`config.mk`:
```
export PLATFORM = sky130hd
export DESIGN_NAME = lenet_run_reader
export DESIGN_NICKNAME = d
export VERILOG_FILES = /design/src/rtl/lenet_pkg.sv /design/src/rtl/rd_skid_fifo.sv /design/src/rtl/lenet_run_reader.sv
export SDC_FILE = /design/constraint.sdc
export NUM_CORES = 1
export LEC_CHECK = 0
export CAP_MARGIN = 20
export CORE_MARGIN = 1
export CORE_UTILIZATION = 25
export DETAILED_ROUTE_END_ITERATION = 10
export GPL_TIMING_DRIVEN = 0
export PLACE_DENSITY = 0.41
export SYNTH_ARGS = -nofsm -noshare
export SYNTH_HDL_FRONTEND = slang
export SYNTH_HIERARCHICAL = 1
export SYNTH_SLANG_ARGS = --single-unit
```
`constraint.sdc`:
```
create_clock -name clk -period 8.7 [get_ports clk]
set_clock_uncertainty 0.2 [all_clocks]
set_input_delay 1.305 -clock clk [delete_from_list [all_inputs] [get_ports clk]]
set_output_delay 1.305 -clock clk [all_outputs]
set_load 0.02 [all_outputs]
```
`src/rtl/lenet_pkg.sv`:
```
// Shared definitions for the lenet run reader: FSM states, activation SRAM
// geometry, per-layer region bases and the readback FIFO entry layout.
package lenet_pkg;

  localparam int unsigned LENET_ACT_DEPTH = 1024;
  localparam int unsigned ADDR_W          = 16;
  localparam int unsigned DATA_W          = 32;

  // Word offsets of each layer's output region inside activation SRAM
  localparam int unsigned IMG_BASE   = 0;
  localparam int unsigned CONV1_BASE = 256;
  localparam int unsigned CONV2_BASE = 592;
  localparam int unsigned CONV3_BASE = 692;
  localparam int unsigned FC1_BASE   = 722;
  localparam int unsigned FC2_BASE   = 743;
  localparam int unsigned ACT_END    = 753;

  typedef enum logic [2:0] {
    ST_IDLE,
    ST_START,
    ST_WAIT_FIN,
    ST_READ,
    ST_DONE
  } state_t;

  // One read-back beat: SRAM address and the word read from it
  typedef struct packed {
    logic [ADDR_W-1:0] addr;
    logic [DATA_W-1:0] data;
  } rd_entry_t;

endpackage

```
`src/rtl/rd_skid_fifo.sv`:
```
// Two-entry FIFO holding returned SRAM words until the stream accepts them.
// Entry 0 is always the head, so the head is a plain register.
// Ports: clk, rst_n; i_push/i_data write side; i_pop read side;
//        o_head current head entry, o_count occupancy, o_empty.
module rd_skid_fifo
  import lenet_pkg::*;
(
  input  logic       clk,
  input  logic       rst_n,
  input  logic       i_push,
  input  rd_entry_t  i_data,
  input  logic       i_pop,
  output rd_entry_t  o_head,
  output logic [1:0] o_count,
  output logic       o_empty
);

  rd_entry_t  r_ent0;
  rd_entry_t  r_ent1;
  logic [1:0] r_count;
  logic       w_pop;
  logic       w_push;

  assign w_pop  = i_pop && (r_count != 2'd0);
  assign w_push = i_push && ((r_count != 2'd2) || w_pop);

  // Shift-register storage: pop moves entry 1 into the head slot
  always_ff @(posedge clk or negedge rst_n) begin
    if (!rst_n) begin
      r_ent0  <= '0;
      r_ent1  <= '0;
      r_count <= 2'd0;
    end else begin
      unique case ({w_push, w_pop})
        2'b10: begin
          if (r_count == 2'd0) r_ent0 <= i_data;
          else                 r_ent1 <= i_data;
          r_count <= r_count + 2'd1;
        end
        2'b01: begin
          r_ent0  <= r_ent1;
          r_count <= r_count - 2'd1;
        end
        2'b11: begin
          if (r_count == 2'd1) begin
            r_ent0 <= i_data;
          end else begin
            r_ent0 <= r_ent1;
            r_ent1 <= i_data;
          end
        end
        default: ;
      endcase
    end
  end

  assign o_head  = r_ent0;
  assign o_count = r_count;
  assign o_empty = (r_count == 2'd0);

endmodule

```
`src/rtl/lenet_run_reader.sv`:
```
// Starts a lenet run, times it, then streams a range of activation SRAM
// words out over valid/ready.
// Ports: clk/rst_n; run_req, base_addr, word_count run control; busy, done,
//        timeout, cycle_count status; compute_start/compute_finish to lenet;
//        sram_own + sram_act_* activation port 1; out_* readback stream.
module lenet_run_reader
  import lenet_pkg::*;
#(
  parameter int unsigned ACT_DEPTH = LENET_ACT_DEPTH,
  parameter int unsigned TIMEOUT   = 50000,
  parameter int unsigned CNT_W     = 32
) (
  input  logic              clk,
  input  logic              rst_n,
  input  logic              run_req,
  input  logic [15:0]       base_addr,
  input  logic [15:0]       word_count,
  output logic              busy,
  output logic              done,
  output logic              timeout,
  output logic [CNT_W-1:0]  cycle_count,
  output logic              compute_start,
  input  logic              compute_finish,
  output logic              sram_own,
  output logic [3:0]        sram_act_wea1,
  output logic [15:0]       sram_act_addr1,
  output logic [31:0]       sram_act_wdata1,
  input  logic [31:0]       sram_act_rdata1,
  output logic              out_valid,
  input  logic              out_ready,
  output logic [31:0]       out_data,
  output logic [15:0]       out_addr,
  output logic              out_last
);

  localparam int unsigned AW = ADDR_W;

  state_t           r_state;
  state_t           w_state_nxt;
  logic             w_accept;
  logic             w_timeout_hit;
  logic             w_last_pop;

  logic [AW-1:0]    r_count;
  logic [AW-1:0]    r_issued;
  logic [AW-1:0]    r_beats;
  logic [AW-1:0]    r_rd_addr;
  logic [AW-1:0]    r_infl_addr;
  logic             r_inflight;
  logic [CNT_W-1:0] r_cycle_count;
  logic             r_busy;
  logic             r_done;
  logic             r_timeout;
  logic             r_compute_start;
  logic             r_sram_own;
  logic             r_out_last;

  logic [CNT_W-1:0] w_cycle_inc;
  logic [AW-1:0]    w_rd_addr_inc;
  logic [AW-1:0]    w_beats_nxt;
  logic             w_pop;
  logic             w_issue;
  logic [2:0]       w_occ;
  rd_entry_t        w_head;
  logic [1:0]       w_fifo_count;
  logic             w_fifo_empty;

  assign w_cycle_inc   = r_cycle_count + CNT_W'(1);
  assign w_rd_addr_inc = (r_rd_addr == AW'(ACT_DEPTH - 1)) ? '0 : r_rd_addr + AW'(1);
  assign w_pop         = !w_fifo_empty && out_ready;
  assign w_beats_nxt   = r_beats + AW'(w_pop);

  // Slots committed after this cycle; a pop this cycle frees its slot, which
  // keeps one word per cycle flowing with only two entries of buffering.
  assign w_occ   = 3'(w_fifo_count) + 3'(r_inflight) - 3'(w_pop);
  assign w_issue = (r_state == ST_READ) && (r_issued != r_count) && (w_occ < 3'd2);

  // Next-state and control strobes
  always_comb begin
    w_state_nxt   = r_state;
    w_accept      = 1'b0;
    w_timeout_hit = 1'b0;
    w_last_pop    = 1'b0;
    unique case (r_state)
      ST_IDLE: begin
        if (run_req) begin
          w_accept    = 1'b1;
          w_state_nxt = ST_START;
        end
      end
      ST_START: w_state_nxt = ST_WAIT_FIN;
      ST_WAIT_FIN: begin
        // finish wins if it arrives on the same cycle the limit is reached
        if (compute_finish) begin
          w_state_nxt = (r_count == '0) ? ST_DONE : ST_READ;
        end else if (w_cycle_inc == CNT_W'(TIMEOUT)) begin
          w_timeout_hit = 1'b1;
          w_state_nxt   = ST_DONE;
        end
      end
      ST_READ: begin
        w_last_pop = w_pop && (r_beats == r_count - AW'(1));
        if (w_last_pop) w_state_nxt = ST_DONE;
      end
      ST_DONE: w_state_nxt = ST_IDLE;
      default: w_state_nxt = ST_IDLE;
    endcase
  end

  // State register
  always_ff @(posedge clk or negedge rst_n) begin
    if (!rst_n) r_state <= ST_IDLE;
    else        r_state <= w_state_nxt;
  end

  // Run bookkeeping, read issue and registered status outputs
  always_ff @(posedge clk or negedge rst_n) begin
    if (!rst_n) begin
      r_count         <= '0;
      r_issued        <= '0;
      r_beats         <= '0;
      r_rd_addr       <= '0;
      r_infl_addr     <= '0;
      r_inflight      <= 1'b0;
      r_cycle_count   <= '0;
      r_busy          <= 1'b0;
      r_done          <= 1'b0;
      r_timeout       <= 1'b0;
      r_compute_start <= 1'b0;
      r_sram_own      <= 1'b0;
      r_out_last      <= 1'b0;
    end else begin
      if (w_accept) begin
        r_count       <= word_count;
        r_rd_addr     <= AW'(32'(base_addr) % ACT_DEPTH);
        r_issued      <= '0;
        r_beats       <= '0;
        r_cycle_count <= '0;
        r_timeout     <= 1'b0;
      end
      if ((r_state == ST_START) || (r_state == ST_WAIT_FIN)) r_cycle_count <= w_cycle_inc;
      if (w_timeout_hit) r_timeout <= 1'b1;

      r_inflight <= w_issue;
      if (w_issue) begin
        r_infl_addr <= r_rd_addr;
        r_rd_addr   <= w_rd_addr_inc;
        r_issued    <= r_issued + AW'(1);
      end
      if (w_pop) r_beats <= w_beats_nxt;

      r_busy          <= (w_state_nxt == ST_START) || (w_state_nxt == ST_WAIT_FIN) ||
                         (w_state_nxt == ST_READ);
      r_done          <= (w_state_nxt == ST_DONE);
      r_compute_start <= (w_state_nxt == ST_START);
      r_sram_own      <= (w_state_nxt == ST_READ);
      // Marks that the next beat to leave is the final one
      r_out_last      <= (w_state_nxt == ST_READ) && (w_beats_nxt == r_count - AW'(1));
    end
  end

  rd_skid_fifo u_fifo (
    .clk     (clk),
    .rst_n   (rst_n),
    .i_push  (r_inflight),
    .i_data  ({r_infl_addr, sram_act_rdata1}),
    .i_pop   (w_pop),
    .o_head  (w_head),
    .o_count (w_fifo_count),
    .o_empty (w_fifo_empty)
  );

  assign busy            = r_busy;
  assign done            = r_done;
  assign timeout         = r_timeout;
  assign cycle_count     = r_cycle_count;
  assign compute_start   = r_compute_start;
  assign sram_own        = r_sram_own;
  assign sram_act_wea1   = 4'b0000;
  assign sram_act_addr1  = r_rd_addr;
  assign sram_act_wdata1 = 32'd0;
  assign out_valid       = !w_fifo_empty;
  assign out_data        = w_head.data;
  assign out_addr        = w_head.addr;
  assign out_last        = r_out_last && !w_fifo_empty;

endmodule

```
# ---- Yosys cells after proc, flatten, opt, wreduce, memory -nomap -nowiden
# Index checks and enable logic that the tools add are counted.
# Widths: inputs -> output; s select.
dict set report totals {
  elab_cells 103
  out_inout_bits 139
  reg_bits 220
  input_bits 69
}
dict set report op_classes {
  muxes 28
  reduce_logical 26
  eq_ne 20
  n_addsub 9
  n_lt_le_gt_ge 1
}
# op count
set ops {}
lappend ops {{$mux 48} 4}
lappend ops {{$pmux 48 s3} 1}
lappend ops {{$mux 16} 6}
lappend ops {{$pmux 48 s2} 1}
lappend ops {{$mux 32} 2}
lappend ops {{$add 16x1->16 const B} 2}
lappend ops {{$add 32x1->32 const B} 1}
lappend ops {{$eq 16x16->1} 2}
lappend ops {{$eq 32x16->1 const B} 1}
lappend ops {{$add 16x1->16} 1}
lappend ops {{$eq 16x10->1 const B} 1}
lappend ops {{$logic_not 16->1} 1}
lappend ops {{$ne 16x16->1} 1}
lappend ops {{$sub 16x1->16 const B} 1}
lappend ops {{$mux 3} 5}
lappend ops {{$reduce_bool 2->1} 7}
lappend ops {{$eq 3x2->1 const B} 4}
lappend ops {{$pmux 3 s4} 1}
lappend ops {{$logic_and 1x1->1} 8}
lappend ops {{$ne 2x2->1 const B} 4}
lappend ops {{$mux 1} 7}
lappend ops {{$eq 3x1->1 const B} 2}
lappend ops {{$eq 2x1->1 const B} 2}
lappend ops {{$eq 2x2->1 const B} 2}
lappend ops {{14 further kinds} 17}

# ---- Depth between registers and ports, before layout
# Gate-level depths: netlist (run 1).
dict set report depth {
  depth_word 9
  depth_mapped 18
  mapped_depth_nobuf 15
}

# ---- Cells and area by module
# The synthesis (run 1) kept the hierarchy.
# mod area_per_inst_um2 instances cells_each
set by_module_without_submodules {}
lappend by_module_without_submodules {lenet_run_reader 7727.4 1 888}
lappend by_module_without_submodules {rd_skid_fifo 4384.2 1 400}

# ---- Worst setup path before layout (run 1)
# Ideal clock, no wire load.
dict set report synth_path {
  path_type {in2reg}
  start {input out_ready}
  end {register r_rd_addr[13] (netlist: sram_act_addr1[13])}
  path_stages 15
  t_arrival_ns 4.324
  slack_ns 4.093
  n_path_buf 4
  setup_time_ns 0.083
  path_cell_list {nand2_1 -> inv_1 -> clkbuf_1 -> ha_1 -> nand2b_1 -> fa_1 -> nand2_1 -> or4_1 -> clkbuf_1 -> a41o_1 -> clkbuf_1 -> clkbuf_1 -> o21ai_0 -> nand2_1 -> o21ai_0}
}
dict set report synth_via {
  elab_chain_len 5
  word_cells_on_any_way 6
  cone_classes {add/sub (1); order compare (1); mux (1); reduce/logical (3)}
}
# element line_no
set synth_rtl {}
lappend synth_rtl {{start, declared} lenet_run_reader.sv:30} ;# input logic out_ready,
lappend synth_rtl {{$logic_and 1x1->1 (*)} lenet_run_reader.sv:70} ;# assign w_pop = !w_fifo_empty && out_ready;
lappend synth_rtl {{via w_pop} lenet_run_reader.sv:61} ;# logic w_pop;
lappend synth_rtl {{$sub 3x1->3 (*)} lenet_run_reader.sv:75} ;# assign w_occ = 3'(w_fifo_count) + 3'(r_inflight) - 3'(w_pop);
lappend synth_rtl {{$lt 3x2->1 (*)} lenet_run_reader.sv:76} ;# assign w_issue = (r_state == ST_READ) && (r_issued != r_count) && (w_occ < 3'd2);
lappend synth_rtl {{$logic_and 1x1->1 (*)} lenet_run_reader.sv:76}
lappend synth_rtl {{$mux 16 / $reduce_bool 2->1 (equally long branches)} --}
lappend synth_rtl {{end signal, assigned} lenet_run_reader.sv:135} ;# r_rd_addr <= AW'(32'(base_addr) % ACT_DEPTH);
lappend synth_rtl {{end signal, assigned} lenet_run_reader.sv:147} ;# r_rd_addr <= w_rd_addr_inc;
lappend synth_rtl {{end, declared} lenet_run_reader.sv:47} ;# logic [AW-1:0] r_rd_addr;
# Mark *: on every way through the listed nets, which the timed path passes. The rest lies on a longest branch.
# A chain may end at the register's enable or synchronous reset.

# ---- Worst setup path after layout (run 1)
dict set report layout_path {
  start {input out_ready}
  end {register r_rd_addr[7] (netlist: sram_act_addr1[7])}
}
# The elaborated chain is that of the path after synthesis.

==> run metrics, run 1 <==
Filler cells 4993; Multi-input gate area 0.00592 mm2; FF/Latch Area 0.00551 mm2; vias in the first global route 10400; Finish-stage setup viols 0; most frequent cells in the layout dfrtp_1, clkdlybuf4s50_1, o21ai_0; Max-slew headroom 0.450; Buf/Inv on CP 6; final core utilization 0.327; fin nets 1601; RSZ-0062 raised after global routing no; wire length on met2 18.0 mm; via count 10384; GRT Resource Usage Total 0.154; critical-path cell list clkdlybuf4s50_1 > nand2_1 > inv_1 > clkbuf_1 > ha_1 > nand2b_1 > fa_1 > xor2_1 > or4_1 > clkbuf_1 > a41o_1 > clkbuf_1 > clkbuf_1 > nor3b_1 > a221o_1; fin area 0.0156 mm2; initial antenna violation count 0; clk root buf clkbuf_16; routed length on met1 18.0 mm; # Post-CTS Setup Buffers 0; placed wire-length estimate 27.9 mm; top layer used by detailed routing met4; R2R setup slack 3.44 ns; Unique masters post-synth 70; WP data arrival 5.72 ns; Slew Limit Fails 0; clk sink count 220; port bufs 165; Starting DRT DRC Count 608; VDD IR max 0.000153 V; die area 0.0493 mm2; Static Leak 6.40 nW; Post-synth top flop dfrtp_1; wire length on met3 1.40 mm; Die X 222 um; Max Cap Violations 0; slowest CP cell clkbuf_1; most frequent CP cell clkbuf_1; Post-synth EDFFs 0; Seq/Total Area, Yosys 0.455; overall power consumption 5.15 mW; Synth Register Bits 220; Final period util 0.628; YS warnings 6; DR WL/cell 17.8 um; asr flop ratio synth 1.00; share of cells above drive strength 1 0.126; Pre-antenna DRT Iters 4; Synth-to-Final Area Change 29.0%; I/O Pins 208; Routed WL 38.3 mm; CTS resizes 0; Hold WC Path Type flop to flop; Peak Freq 183 MHz; status completed; Ant. Diodes 0; initial cell density of the core 0.254; die height 222 um; GP Congestion 0.789; antenna-violating nets left 0; Clock transition at path regs 0.06 ns; Post-Synthesis Cells 1288; worst endpoint required time 8.96 ns; DR vias/cell 4.83; CTS Hold Bufs 0; Fin. Hold Viols 0; CP Depth 15; first-pass GRT wire length 61.0 mm; worst reg2reg path depth 17; CTS Buf Count 28; Post-route DRC 0; largest net degree at the start of global routing 84; R2R Path Start u_fifo/o_count[1]; crit path to sram_act_addr1[7]; Worst Hold Path Cells 1; GR Overflow Total 0; CP top delay family buffers and inverters; Max stage delay on crit path 0.64 ns; most common cell after layout, fill and taps aside dfrtp_1; Core Area 0.0477 mm2; worst-skew pair later-pin latency 0.57 ns; CP startpoint out_ready; endpoint class of the critical path flop; R2R Path End sram_act_addr1[7]; Core Rows 80; Max FO, Critical Path 15; Post-Syn Area 0.0121 mm2; placed instance area 0.0147 mm2; crit start category primary input; Slew @ Worst Pin 0.826 ns; H-tree depth 1; syn_area_per_cell 9.40 um2; CTS tree done; Setup CP Type primary input to flop; PD cells 330 mW/mm2; Longest Clk Path Bufs 3; Final Critical Period 5.46 ns
==> final cells by class <==
class | instances | share of cell area
Clock inverter | 9 | 0.00769
Multi-Input combinational cell | 943 | 0.379
Inverter | 24 | 0.00576
Buffer | 136 | 0.0467
Timing Repair Buffer | 167 | 0.110
Sequential cell | 220 | 0.352
Clock buffer | 37 | 0.0502
Tap cell | 615 | 0.0492
==> worst min path at each step <==
stage | startpoint | endpoint | slack [ns]
final | r_issued[15] | r_issued[15] | 0.30
after global routing | u_fifo/r_ent1[8] | u_fifo/r_ent1[8] | 0.32
after CTS | r_beats[15] | r_beats[15] | 0.30
after detailed placement | timeout | timeout | 0.29
after global placement | timeout | timeout | 0.29
after floorplan | r_infl_addr[14] | r_infl_addr[14] | 0.26
==> kinds of logic after synthesis <==
group                    count (synthesis)  share of synthesized area
multiplexers                            74                     0.0679
adder cells (fa/ha/maj)                 12                     0.0130
flip-flops                             220                      0.455
buffers and inverters                  160                     0.0677
other                                    1                   0.000310
AND/OR/NAND/NOR                        454                      0.192
AO/OA/AOI/OAI                          291                      0.146
XOR/XNOR                                76                     0.0580
==> layer usage <==
layer,vias to the layer above,global-route usage
met3,54,0.0216
met4,0,0.0414
met5,-,0
met1,5068,0.213
met2,198,0.252
li1,5064,-
==> through the flow <==
stage	instances	setup slack, ns	hold slack, ns	setup TNS [ns]
floorplan	1323	4.09	0.261	0
global placement	2103	-4.30	0.286	-937.24
detailed placement	2105	2.56	0.290	0
CTS	2151	3.19	0.305	0
global route	2151	2.87	0.316	0
finish	2151	3.24	0.300	0
==> synthesized netlist by cell type (11+ instances only) <==
cell,count,area (um2)
and3_1,21,131
and4_1,11,96.3
a31oi_1,56,350
a21oi_1,23,115
xnor2_1,43,377
inv_1,24,90.1
nor3_1,64,320
o31ai_1,17,128
clkbuf_1,67,251
nand4_1,22,138
nor4_1,15,93.8
nor2_1,50,188
dfrtp_1,220,5510
nand2_1,117,439
xor2_1,30,263
buf_4,41,308
mux2_2,65,732
o21ai_0,129,646
nand3_1,95,475
buf_2,22,110
ha_1,11,138
==> where the power goes <==
group / leakage [nW] / total [mW] / internal, mW / switching, mW
sequential: 2.80 / 1.66 / 1.37 / 0.293
clock: 0.449 / 1.15 / 0.687 / 0.466
combinational: 3.15 / 2.34 / 0.993 / 1.35
==> flip-flops by register name, indices dropped and copies added (netlist names) <==
register and count:
r_beats 16, r_inflight 1, u_fifo/o_count 2, done 1, u_fifo/o_head 48, r_out_last 1
sram_act_addr1 16, r_issued 16, busy 1, cycle_count 32, r_count 16, timeout 1
compute_start 1, r_state 3, sram_own 1, r_infl_addr 16, u_fifo/r_ent1 48
No activity file was read; power rests on OpenSTA's default activity.
==> inputs of run 2 (changes only) <==
PLACE_DENSITY = 0.42   (was 0.41)
clock period = 4.9 ns   (was 8.7 ns; I/O delays follow)
==> run 2 against run 1 <==
Compared with the run above:
- power is 80% higher
- critical path depth is 2 higher
- critical path type is now flop to flop
- combinational power is 80% higher
==> run metrics, run 2 (synthesis gave the netlist of run 1 again) <==
status completed; largest net degree at the start of global routing 102; Max stage delay on crit path 0.58 ns; clk sink count 220; Hold WC Path Type flop to flop; DR vias/cell 4.83; CP top delay family adder cells; CP Depth 17; Die X 222 um; endpoint class of the critical path flop; Fin. Hold Viols 0; Pre-antenna DRT Iters 7; initial cell density of the core 0.254; Ant. Diodes 0; most frequent cells in the layout dfrtp_1, clkdlybuf4s50_1, o21ai_0; initial antenna violation count 0; WP data arrival 4.71 ns; CTS Buf Count 28; Placement Setup Slack -0.607 ns; VDD IR max 0.000260 V; die area 0.0493 mm2; Longest Clk Path Bufs 3; GRT Resource Usage Total 0.156; die height 222 um; Max Cap Violations 0; final worst slack 0.465 ns; Max-slew headroom 0.436; worst-skew pair later-pin latency 0.56 ns; H-tree depth 1; first-pass GRT wire length 61.2 mm; worst reg2reg path depth 17; slowest CP cell fa_1; switching share of power 0.408; most common cell after layout, fill and taps aside dfrtp_1; Finish-stage setup viols 0; port bufs 165; Clock transition at path regs 0.06 ns; Routed WL 38.8 mm; critical-path cell list inv_1 > ha_2 > inv_1 > nand2_1 > clkinvlp_4 > ha_1 > nand2b_1 > fa_1 > nand2_1 > or4_1 > clkbuf_1 > a41o_1 > clkbuf_1 > clkbuf_2 > o21ai_0 > nand2_1 > o21ai_0; Peak Freq 225 MHz; Synth-to-Final Area Change 29.6%; share of cells above drive strength 1 0.132; most frequent CP cell nand2_1; Core Rows 80; vias in the first global route 10339; DR WL/cell 18.0 um; worst endpoint required time 5.18 ns; Slew Limit Fails 0; Slew @ Worst Pin 0.846 ns; Buf/Inv on CP 6; sequential power share 0.316; Worst Hold Path Cells 1; overall power consumption 9.28 mW; P_sw 3.79 mW; Static Leak 6.43 nW; Int Power 5.50 mW; Max FO, Critical Path 10; CTS tree done; crit start category flop; Hold WS 0.297 ns; Final Critical Period 4.44 ns; Core Area 0.0477 mm2; antenna-violating nets left 0; Starting DRT DRC Count 539; placed wire-length estimate 27.9 mm; GP Congestion 0.784; Post-route DRC 0; GR Overflow Total 0; I/O Pins 208; RSZ-0062 raised after global routing no; Comb power frac 0.453; Setup CP Type flop to flop; Final period util 0.905; PD cells 591 mW/mm2; Clk pwr share 0.231; clk root buf clkbuf_16; fin nets 1602; via count 10418
## run 2: cell count changes in the layout (fill, tap and decap cells not counted)
cell,previous run,this run
bufinv_16,2,3
clkbuf_8,5,6
clkinv_2,6,8
buf_4,41,42
clkbuf_2,0,2
clkinvlp_4,0,2
inv_1,24,23
dlygate4sd3_1,0,1
clkbuf_1,71,69
ha_1,11,10
clkinv_16,1,0
clkinv_8,0,1
ha_2,0,1
## run 2: timing repair
item | in CTS | in global routing
endpoints found under the hold margin | 38 | 0
resized for setup | 3 | 1
hold buffers | 1 | 0
setup endpoints to repair | 48 | 2
pin swaps | 0 | 0
setup buffers | 1 | 0
## run 2: layer usage
| metal | routed length (um) | track usage |
|---|---|---|
| met5 | 0 | 0 |
| met2 | 18700 | 0.262 |
| met3 | 1580 | 0.0258 |
| met1 | 18100 | 0.210 |
| met4 | 518 | 0.0302 |
## run 2: path summary, 6_finish.rpt
kind | start | end | slack, ns
max in group asynchronous | rst_n | cycle_count[12] | 3.17
min in group asynchronous | rst_n | u_fifo/o_head[15] | 0.46
setup / recovery | u_fifo/o_count[1] | sram_act_addr1[13] | 0.46
hold / removal | r_issued[15] | r_issued[15] | 0.30
setup reg to reg | u_fifo/o_count[1] | sram_act_addr1[13] | 0.46
hold reg to reg | r_issued[15] | r_issued[15] | 0.30
## run 2: power by group through the flow
stage	sequential, mW	clock, mW	combinational [mW]
global route	3.03	2.28	4.61
detailed placement	2.98	0	4.24
floorplan	3.15	0	2.37
global placement	2.97	0	4.23
CTS	2.95	2.23	4.27
finish	2.93	2.14	4.21
## run 2: layout make-up
class	instances	area, um2
Sequential cell	220	5510
Inverter	24	93.8
Clock buffer	39	802
Tap cell	615	769
Multi-Input combinational cell	943	5920
Timing Repair Buffer	169	1730
Clock inverter	13	154
Buffer	135	728
Fill cell	4991	32000
## run 2: through the flow
stage	instances	setup TNS, ns	area, um2	util
finish	2158	0	15700	0.329
global route	2158	0	15700	0.329
CTS	2158	0	15700	0.329
detailed placement	2105	-17.86	14700	0.308
global placement	2103	-1679.91	14700	0.307
floorplan	1323	0	12200	-
==> inputs of run 3 (changes only) <==
CORE_UTILIZATION = 45   (was 25)
HOLD_SLACK_MARGIN = 0.08   (was default)
PLACE_DENSITY = 0.69   (was 0.42)
==> run 3 against run 2 <==
Compared with the run above:
- the flow now finishes with violations (DRC)
- first-iteration DRC count is 75% higher
- clock-buffer cell count is 6 lower
- die area is 44% lower
- routed wire length is 17% lower
- critical endpoint is now sram_act_addr1[12]
- sequential share of layout area is 0.81 points higher
- maximum frequency is 0.83% lower
- critical path type unchanged
- largest power group unchanged
- power is 2.6% lower
- sequential power hardly changed
- worst hold slack better by 0.0088 ns
- sequential cell count stayed put
- combinational power is 3% lower
==> run metrics, run 3 (synthesis gave the netlist of run 1 again) <==
status finished, violations left; failing checks DRC; Max Cap Violations 0; via count 10614; fin cells 1880; CTS tree done; VDD IR max 0.000272 V; die area 0.0276 mm2; worst-skew pair later-pin latency 0.53 ns; RSZ-0062 raised after global routing no; clk sink count 220; port bufs 165; Comb power frac 0.454; overall power consumption 9.04 mW; placed instance area 0.0144 mm2; first-pass GRT wire length 52.8 mm; switching share of power 0.395; Slew Limit Fails 0; vias in the first global route 10180; GRT Resource Usage Total 0.232; placed insts 1825; PD cells 589 mW/mm2; Max FO, Critical Path 10; Core Rows 59; Pre-antenna DRT Iters 9; fin area 0.0153 mm2; Synth-to-Final Area Change 26.7%; Setup CP Type flop to flop; H-tree depth 1; Finish-stage setup viols 0; worst endpoint required time 5.14 ns; Max-slew headroom 0.485; Peak Freq 224 MHz; WP data arrival 4.71 ns; placed wire-length estimate 22.9 mm; most common cell after layout, fill and taps aside dfrtp_1; Final period util 0.913; Starting DRT DRC Count 942; GR Overflow Total 0; most frequent cells in the layout dfrtp_1, clkdlybuf4s50_1, o21ai_0; Final Critical Period 4.47 ns; GP Congestion 0.900; R2R setup slack 0.43 ns; sequential power share 0.322; fin nets 1605; P_sw 3.57 mW; DR WL/cell 17.1 um; CTS Buf Count 26; clk root buf clkbuf_16; DR vias/cell 5.65; Hold WC Path Type flop to flop; initial antenna violation count 0; Int Power 5.47 mW; Filler cells 2255; Post-route DRC 36; share of cells above drive strength 1 0.133; Static Leak 6.43 nW; I/O Pins 208; die height 166 um; initial cell density of the core 0.462; Clk pwr share 0.225; Slew @ Worst Pin 0.773 ns; crit start category flop; Clock transition at path regs 0.06 ns; largest net degree at the start of global routing 94; Fin. Hold Viols 0; Die X 166 um; endpoint class of the critical path flop; Longest Clk Path Bufs 3; antenna-violating nets left 0; final core utilization 0.586; Routed WL 32.1 mm; Core Area 0.0262 mm2
[run 3: through the flow]
stage,setup TNS (ns),setup WS [ns],hold slack [ns]
finish,0,0.428,0.306
global placement,-1448.64,-6.59,0.285
CTS,0,0.110,0.307
floorplan,0,0.655,0.239
global route,0,0.0556,0.311
detailed placement,-5.07,-0.342,0.292
[run 3: critical path: stages (launching register included)]
cell        delay, ns
dfrtp_1          0.45
inv_1            0.12
ha_2             0.26
inv_1            0.07
nand2_1          0.18
clkinvlp_4       0.21
ha_1             0.32
nand2b_1         0.15
fa_1             0.56
nand2_1          0.06
or4_1            0.49
clkbuf_1         0.23
a41o_1           0.27
clkbuf_1         0.20
clkbuf_1         0.26
o21ai_0          0.21
nand2_1          0.06
o21ai_0          0.08
[run 3: worst paths after layout]
check                             startpoint                  to  cells past startpoint
setup / recovery           u_fifo/o_count[1]  sram_act_addr1[12]                     17
hold / removal             u_fifo/r_ent1[27]   u_fifo/r_ent1[27]                      1
setup reg to reg           u_fifo/o_count[1]  sram_act_addr1[12]                     17
hold reg to reg            u_fifo/r_ent1[27]   u_fifo/r_ent1[27]                      1
max in group asynchronous              rst_n     cycle_count[12]                      3
min in group asynchronous              rst_n   u_fifo/o_head[16]                      2
[run 3: power groups by stage]
stage	logic [mW]	registers, mW	clock network, mW
final	4.10	2.91	2.03
after global routing	4.48	2.99	2.16
after CTS	4.07	2.91	2.08
after detailed placement	4.05	2.93	0
after global placement	3.97	2.91	0
after floorplan	2.37	3.15	0
[run 3: final cells by class]
cell class	instances	area (um2)	share of cell area
Tap cell	335	419	0.0273
Clock inverter	15	186	0.0121
Buffer	135	726	0.0473
Inverter	24	93.8	0.00611
Timing Repair Buffer	174	1770	0.115
Antenna cell	1	2.50	0.000163
Clock buffer	33	728	0.0474
Sequential cell	220	5510	0.359
Multi-Input combinational cell	943	5920	0.386
[run 3: what timing repair did]
item | in CTS | in global routing
gates resized for setup | 0 | 2
hold endpoints to repair | 57 | 0
setup buffers | 0 | 6
setup endpoints to repair | 10 | 16
hold buffers | 1 | 0
[run 3: per-layer routing]
layer  vias to the layer above  track usage  share of wire
li1                       5048            -              -
met1                      5144        0.320           0.45
met2                       381        0.374           0.47
met3                        41       0.0384          0.070
met4                         0       0.0703          0.017
met5                         -            0              0
